### config.mk
export PLATFORM = sky130hd
export DESIGN_NAME = rr_grant_arbiter
export DESIGN_NICKNAME = d
export VERILOG_FILES = /design/src/rtl/rr_grant_arbiter.sv
export SDC_FILE = /design/constraint.sdc
export NUM_CORES = 1
export LEC_CHECK = 0
export BUFFER_PORTS_ARGS = -buffer_cell sky130_fd_sc_hd__buf_2
export CORE_AREA = 2 2 52 73
export CTS_BUF_LIST = sky130_fd_sc_hd__clkbuf_8
export DETAILED_ROUTE_END_ITERATION = 10
export DIE_AREA = 0 0 54 75
export GPL_TIMING_DRIVEN = 0
export PLACE_DENSITY = 0.85
export SLEW_MARGIN = 20
export SYNTH_ARGS = -nofsm -noshare
export SYNTH_HDL_FRONTEND = slang
export SYNTH_SLANG_ARGS = --single-unit
### constraint.sdc
create_clock -name clk -period 4 [get_ports clk]
set_input_delay 0.6 -clock clk [delete_from_list [all_inputs] [get_ports clk]]
set_output_delay 0.6 -clock clk [all_outputs]
set_load 0.02 [all_outputs]
### src/rtl/rr_grant_arbiter.sv
// rr_grant_arbiter: round-robin arbiter that shares one resource among 8 requesters.
// Each grant is held until the owner signals done, drops its request, or a hold
// timeout expires. Every grant is followed by one idle turnaround cycle.
// All outputs are registered, so grant never depends combinationally on req.
module rr_grant_arbiter #(
  parameter int TIMEOUT = 15,
  parameter int CNT_W   = 4
) (
  input  logic       clk,
  input  logic       reset_n,
  input  logic [7:0] req,
  input  logic       done,
  output logic [2:0] grant_sel,
  output logic       grant_valid,
  output logic [7:0] grant,
  output logic       timeout_err,
  output logic       busy
);

  localparam logic [1:0] IDLE  = 2'd0;
  localparam logic [1:0] GRANT = 2'd1;
  localparam logic [1:0] GAP   = 2'd2;

  // Final hold-count value. It is only consulted when the timeout is enabled.
  localparam logic [CNT_W-1:0] CNT_LAST = CNT_W'(TIMEOUT - 1);

  logic [1:0]       state;
  logic [CNT_W-1:0] cnt;
  logic [2:0]       last;
  logic [2:0]       win_idx;
  logic             win_found;
  logic [2:0]       cand;

  // Find the first requester after the last grantee, wrapping modulo 8.
  always_comb begin
    win_idx   = last;
    win_found = 1'b0;
    cand      = last;
    for (int i = 1; i <= 8; i++) begin
      cand = last + 3'(i);
      if (!win_found && req[cand]) begin
        win_idx   = cand;
        win_found = 1'b1;
      end
    end
  end

  // Arbitration state machine. It drives the registered grant outputs.
  always_ff @(posedge clk) begin
    if (!reset_n) begin
      state       <= IDLE;
      grant_sel   <= 3'd0;
      grant_valid <= 1'b0;
      grant       <= 8'h00;
      timeout_err <= 1'b0;
      busy        <= 1'b0;
      cnt         <= '0;
      last        <= 3'd7;
    end else begin
      timeout_err <= 1'b0;
      case (state)
        IDLE, GAP: begin
          if (win_found) begin
            grant_sel   <= win_idx;
            grant_valid <= 1'b1;
            grant       <= 8'b0000_0001 << win_idx;
            cnt         <= '0;
            state       <= GRANT;
            busy        <= 1'b1;
          end else begin
            state <= IDLE;
            busy  <= 1'b0;
          end
        end
        GRANT: begin
          if (done || !req[grant_sel]) begin
            last        <= grant_sel;
            grant_valid <= 1'b0;
            grant       <= 8'h00;
            state       <= GAP;
          end else if ((TIMEOUT != 0) && (cnt == CNT_LAST)) begin
            timeout_err <= 1'b1;
            last        <= grant_sel;
            grant_valid <= 1'b0;
            grant       <= 8'h00;
            state       <= GAP;
          end else begin
            cnt <= cnt + 1'b1;
          end
        end
        default: begin
          state       <= IDLE;
          grant_valid <= 1'b0;
          grant       <= 8'h00;
          busy        <= 1'b0;
        end
      endcase
    end
  end

endmodule
==> results.sh, run 1 <==
export IMPL_status="finished, final reports clean"
export IMPL_design_core_area_um2=3378
export IMPL_worstPathArrival_ns=3.93
export IMPL_ys_seq_elements=23
export IMPL_pre_cts_ws_ns=-0.01770
export IMPL_dpl_cell_area_um2=1944
export IMPL_setup_viol=0
export IMPL_first_iter_violations=50
export IMPL_dp_hpwl_um=3066
export IMPL_skew_ns=0.003014
export IMPL_design_area_um2=1994
export IMPL_drv_cap=0
export IMPL_cts_htree_levels=1
export IMPL_cp_end_kind="flip-flop"
export IMPL_syn_to_final_growth_pct=12.10
export IMPL_synth_ff_type="dfxtp_1"
export IMPL_drive_above_1_share_pct=26.61
export IMPL_die_x_um=54
export IMPL_wl_per_cell_um=15.38
export IMPL_crit_required_ns=4.17
export IMPL_fin_crit_sh_pct=94.03
export IMPL_grt_pass1_vias=1561
export IMPL_antennaDiodeCount=0
export IMPL_clk_latency_ns=0.27
export IMPL_grt_use_total_pct=22.18
export IMPL_viasPerCell=6.151
export IMPL_synth_seq_area_share_pct=25.88
export IMPL_synth_top_area_share_pct=25.88
export IMPL_criticalPathCategory="flip-flop to flip-flop"
export IMPL_first_pass_iters=4
export IMPL_clockBufferDepth=2
export IMPL_worst_pin_slew_ns=0.4497
export IMPL_portBuffers=23
export IMPL_ir_drop_uv=414.3
export IMPL_maxSlewViolCount=0
export IMPL_route_vias_total=1587
export IMPL_layout_nets=234
export IMPL_grt_max_degree=13
export IMPL_async_reset_ff_share_pct=0
export IMPL_synth_nets=206
export IMPL_wl_um=3968
export IMPL_cts_root_buffer="clkbuf_8"
export IMPL_hp_class="flip-flop to flip-flop"
export IMPL_row_count=25
export IMPL_dieArea_um2=4050
export IMPL_min_period_ns=3.761
export IMPL_hold_viol=0
export IMPL_ant_nets=0
export IMPL_start_kind="flip-flop"
export IMPL_netlist_cell_type_count=53
export IMPL_synth_largest_area_cell="dfxtp_1"
export IMPL_routabilityCongestion=0.8977
export IMPL_yosys_cell_count_top_type="dfxtp_1"
export IMPL_grt_ovfl_total=0
export IMPL_yosysWarnings=0
export IMPL_power_leakage_nw=0.8326
export IMPL_cts_tree="yes"
export IMPL_rsz0062_at_grt="false"
export IMPL_synthTopCellsByArea="dfxtp_1, mux4_2, mux4_1, mux2_2, nand2_1"
export IMPL_crit_path_max_fanout=10
export IMPL_synthTopCellsByCount="dfxtp_1, nand2_1, nand3_1"
export IMPL_holdBufCountCts=0
export IMPL_fin_tns_setup_ns=0
export IMPL_slew_headroom_pct=70.02
export IMPL_io_pins=25
export IMPL_netlist_instances=191
export IMPL_antenna_found_initial=0
export IMPL_synth_edf_count=0
export IMPL_cts_clk_slew_worst_paths_ns=0.08
export IMPL_power_density_nw_per_um2=586.8
export IMPL_timing_fmax_mhz=265.9
export IMPL_cts_sinks=23
export IMPL_drc=0
export IMPL_fillers=280
export IMPL_grt_pass1_wl_um=6713
export IMPL_setup_ws_ns=0.2386
export IMPL_die_height_um=75
export IMPL_start_util_pct=52.67
export IMPL_cts_made_buffers=3
export IMPL_synth_area_per_cell_um2=9.315
export IMPL_syn_area_um2=1779
[critical path, cell delays in order (launching register included)]
cell	delay [ns]
dfxtp_1	0.40
buf_2	0.27
inv_1	0.15
ha_1	0.38
buf_6	0.18
mux2_4	0.31
mux4_2	0.49
o32a_1	0.34
o31a_1	0.36
a21bo_1	0.22
nor3b_2	0.22
o22ai_2	0.15
a22o_1	0.20
[sequential cells by signal, indices dropped and copies added (netlist names)]
name         count
last             3
cnt              4
timeout_err      1
grant_sel        3
grant            8
busy             1
state            2
grant_valid      1
[cells by family after synthesis]
logic type | after synthesis | share of synthesized area (%)
mux | 27 | 25.53
buf+inv | 14 | 3.586
compound gates | 45 | 17.93
xor+xnor | 6 | 2.954
simple gates | 72 | 21.31
fa+ha+maj | 4 | 2.813
flops | 23 | 25.88
[layout by cell type, fill, tap and decap left out, types with 3 or more instances in the layout]
master    synthesis  layout
o21ai_1           5       4
nand3_1          13      13
a21oi_1           8       8
nor2_1           11      11
clkbuf_8          0       3
mux2_2            7       7
nand2b_1          5       5
ha_1              4       4
inv_1             5       6
mux4_2            8       8
nor2b_1           9       9
o21ai_0           9       9
clkbuf_1          3       3
xor2_1            4       4
mux2i_1           6       6
nand2_1          19      19
buf_2             3      27
a22o_1            4       4
mux4_1            4       4
dfxtp_1          23      23
[layer usage]
| layer | vias to the layer above | GRT usage, % | wire length (µm) |
|---|---|---|---|
| met5 | - | 0 | 0 |
| met3 | 7 | 2.778 | 140 |
| met2 | 50 | 39.16 | 2128 |
| li1 | 775 | - | - |
| met4 | 0 | 11.11 | 74 |
| met1 | 755 | 25.80 | 1624 |
[area by class of cell]
class,count,area (µm²),area share (%)
plain buffers,8,42.54,2.133
clock buffers,3,41.29,2.070
flip-flops and latches,23,460.4,23.09
inverters,6,22.52,1.129
well taps,40,50.05,2.509
repair buffers,23,115.1,5.772
multi-input cells,154,1259,63.11
clock inverters,1,3.754,0.1882
[where the power goes]
part           leakage (nW)  total [mW]  internal, mW  switching (mW)
sequential            0.188       0.312         0.273          0.0391
combinational         0.617       0.714         0.310           0.404
clock                0.0269       0.144        0.0687          0.0748
[through the flow]
step,power [mW],std cells,hold WS [ns],util (%)
floorplan,0.8679,191,0.4787,-
global placement,1.005,254,0.4337,57.56
detailed placement,1.021,254,0.4401,57.56
CTS,1.162,258,0.4511,58.93
global route,1.250,258,0.4657,59.04
finish,1.170,258,0.4468,59.04
[final timing paths]
kind                                       startpoint                     to  slack (ns)  cells past startpoint
worst min-delay path            grant[6]$_SDFFE_PN0P_  grant[6]$_SDFFE_PN0P_        0.45                      2
worst max-delay path             last[1]$_SDFFE_PN1P_  grant[1]$_SDFFE_PN0P_        0.24                     12
worst max register to register   last[1]$_SDFFE_PN1P_  grant[1]$_SDFFE_PN0P_        0.24                     12
worst min register to register  grant[6]$_SDFFE_PN0P_  grant[6]$_SDFFE_PN0P_        0.45                      2
[repair_timing]
action                                  4_1_cts  5_1_grt
endpoints found under the setup margin        2        2
gates resized for setup                       1        1
buffers inserted                              0        0
Note: power is estimated with default switching activity, not from simulation.
==> inputs of run 2 (changes only) <==
Settings changed: CAP_MARGIN set to 30, GPL_TIMING_DRIVEN 0 to unset.
==> run 2 against run 1 <==
Compared with the run above:
- first-iteration DRC count fell by 24%
- setup slack better by 0.30 ns
- sequential share of layout area rose by 0.23 points
- sequential power rose by 3%
- non-clock buffer count decreased by 4
- clock power is essentially flat
- flip-flop and latch count stayed put
- clock skew is 0.0031 ns higher
- cell count is 1.6% lower
- cell area decreased by 1.0%
- maximum frequency increased by 8.5%
- hold slack worse by 0.0045 ns
- largest cell class unchanged
==> results.sh, run 2 (same netlist as run 1, synthesis figures left out) <==
export IMPL_layout_nets=230
export IMPL_critical_path_max_stage_delay_ns=0.58
export IMPL_power_density_nw_per_um2=585.1
export IMPL_slew_headroom_pct=58.77
export IMPL_cts_made_buffers=3
export IMPL_rsz0062_at_grt="false"
export IMPL_power_leakage_nw=0.8236
export IMPL_crit_required_ns=4.17
export IMPL_cp_end_kind="flip-flop"
export IMPL_portBuffers=24
export IMPL_largest_reg_flops=8
export IMPL_p_sw_share_pct=44.18
export IMPL_cts_sinks=23
export IMPL_timing_fmax_mhz=288.5
export IMPL_post_cts_buffers=0
export IMPL_wl_per_cell_um=15.68
export IMPL_power_mw=1.155
export IMPL_grt_pass1_vias=1473
export IMPL_design_core_area_um2=3378
export IMPL_post_route_util_pct=58.44
export IMPL_seqPwrFrac_pct=27.7
export IMPL_antenna_found_initial=0
export IMPL_setup_viol=0
export IMPL_die_x_um=54
export IMPL_clockPowerShare_pct=12.3
export IMPL_dieArea_um2=4050
export IMPL_holdBufCountCts=0
export IMPL_grt_ovfl_total=0
export IMPL_syn_to_final_growth_pct=10.97
export IMPL_cts_root_buffer="clkbuf_8"
export IMPL_cts_tree="yes"
export IMPL_ff2ff_setup_slack_ns=0.53
export IMPL_fin_crit_sh_pct=86.65
export IMPL_clockBufferDepth=2
export IMPL_min_period_ns=3.466
export IMPL_criticalPathCategory="flip-flop to flip-flop"
export IMPL_grt_max_degree=19
export IMPL_ant_nets=0
export IMPL_fin_tns_setup_ns=0
export IMPL_drv_cap=0
export IMPL_crit_path_start="last[1]$_SDFFE_PN1P_"
export IMPL_most_common_layout_cells="buf_2, dfxtp_1, nand2_1, nand3_1, nor2_1"
export IMPL_dp_hpwl_um=3080
export IMPL_path_buf_inv=1
export IMPL_worst_pin_slew_ns=0.6176
export IMPL_grt_pass1_wl_um=6727
export IMPL_start_util_pct=52.67
export IMPL_ir_drop_uv=326.7
export IMPL_r2r_start="last[1]$_SDFFE_PN1P_"
export IMPL_power_switching_mw=0.5104
export IMPL_r2r_cells=10
export IMPL_hold_viol=0
export IMPL_grt_use_total_pct=22.29
export IMPL_cts_htree_levels=1
export IMPL_reg_top3="grant (8), cnt (4)"
export IMPL_antennaDiodeCount=0
export IMPL_routabilityCongestion=0.8942
export IMPL_die_height_um=75
export IMPL_worstPathArrival_ns=3.63
export IMPL_post_cts_resized=0
export IMPL_top_register="grant"
export IMPL_mostFrequentLayoutCell="buf_2"
export IMPL_design_area_um2=1974
export IMPL_clk_latency_ns=0.27
export IMPL_wl_um=3983
export IMPL_route_vias_total=1575
export IMPL_timing_critical_path_cells="inv_1 > ha_1 > mux2_2 > mux4_2 > o32a_1 > o31a_1 > a21bo_1 > nor3b_2 > o22ai_2 > a22o_1"
export IMPL_cts_clk_slew_worst_paths_ns=0.08
export IMPL_crit_path_max_fanout=12
export IMPL_reg2reg_to="grant[1]$_SDFFE_PN0P_"
export IMPL_worstSetupEndpoint="grant[1]$_SDFFE_PN0P_"
export IMPL_skew_ns=0.006146
export IMPL_maxSlewViolCount=0
export IMPL_intPower_mw=0.6449
export IMPL_worst_path_dominant_cell_family="compound AO/OA/AOI/OAI gates"
export IMPL_first_iter_violations=38
export IMPL_io_pins=25
export IMPL_hp_class="flip-flop to flip-flop"
export IMPL_drive_above_1_share_pct=26.64
export IMPL_viasPerCell=6.201
export IMPL_cp_slowest_cell="ha_1"
export IMPL_p_comb_share_pct=59.9
export IMPL_first_pass_iters=4
export IMPL_dpl_cell_area_um2=1923
export IMPL_drc=0
export IMPL_worst_path_stages=10
export IMPL_status="finished, final reports clean"
export IMPL_start_kind="flip-flop"
export IMPL_row_count=25
## run 2: changes by cell type in the layout (fill, tap and decap cells not counted)
cell / delta
buf_2: -2
buf_4: +2
o21ai_1: +1
o21ai_2: -1
clkbuf_1: -3
clkinv_2: +1
inv_1: -1
buf_6: -1
## run 2: worst min-delay path, delay by kind of cell (launching register included)
family / cells / cell delay, ns
compound gates: 1 / 0.05
simple gates: 1 / 0.05
flops: 1 / 0.31
## run 2: routing by layer
metal / global-route usage, % / vias up / part of all wire [%]
li1: - / 767 / -
met1: 27.81 / 756 / 41
met2: 39.16 / 43 / 53
met3: 1.786 / 9 / 3.4
met4: 8.889 / 0 / 2.4
met5: 0 / - / 0
## run 2: power by group through the flow
stage          clock [mW]  sequential, mW  combinational [mW]
2_1_floorplan           0           0.352               0.516
3_3_place_gp            0           0.324               0.675
3_5_place_dp            0           0.325               0.687
4_1_cts             0.146           0.320               0.689
5_1_grt             0.154           0.327               0.762
6_report            0.142           0.320               0.693
## run 2: cell type report
class                   count  area, µm²
clock buffers               3      41.29
clock inverters             1      5.005
fillers                   299       1404
inverters                   6      22.52
multi-input cells         154       1255
flip-flops and latches     23      460.4
well taps                  40      50.05
repair buffers             27      140.1
## run 2: metrics by stage
step	instances	setup slack [ns]	hold WS, ns
after floorplan	191	0.4777	0.4787
after global placement	249	0.6010	0.4359
after detailed placement	249	0.5318	0.4364
after CTS	253	0.5178	0.4483
after global routing	254	0.3438	0.4676
final	254	0.5341	0.4423
## run 2: worst min path at each step
stage,start,to,slack [ns],cells after the start
after floorplan,cnt[3]$_SDFFE_PN0P_,cnt[3]$_SDFFE_PN0P_,0.48,2
after global placement,grant[6]$_SDFFE_PN0P_,grant[6]$_SDFFE_PN0P_,0.44,2
after detailed placement,grant[6]$_SDFFE_PN0P_,grant[6]$_SDFFE_PN0P_,0.44,2
after CTS,grant[6]$_SDFFE_PN0P_,grant[6]$_SDFFE_PN0P_,0.45,2
after global routing,grant[6]$_SDFFE_PN0P_,grant[6]$_SDFFE_PN0P_,0.47,2
final,grant[6]$_SDFFE_PN0P_,grant[6]$_SDFFE_PN0P_,0.44,2
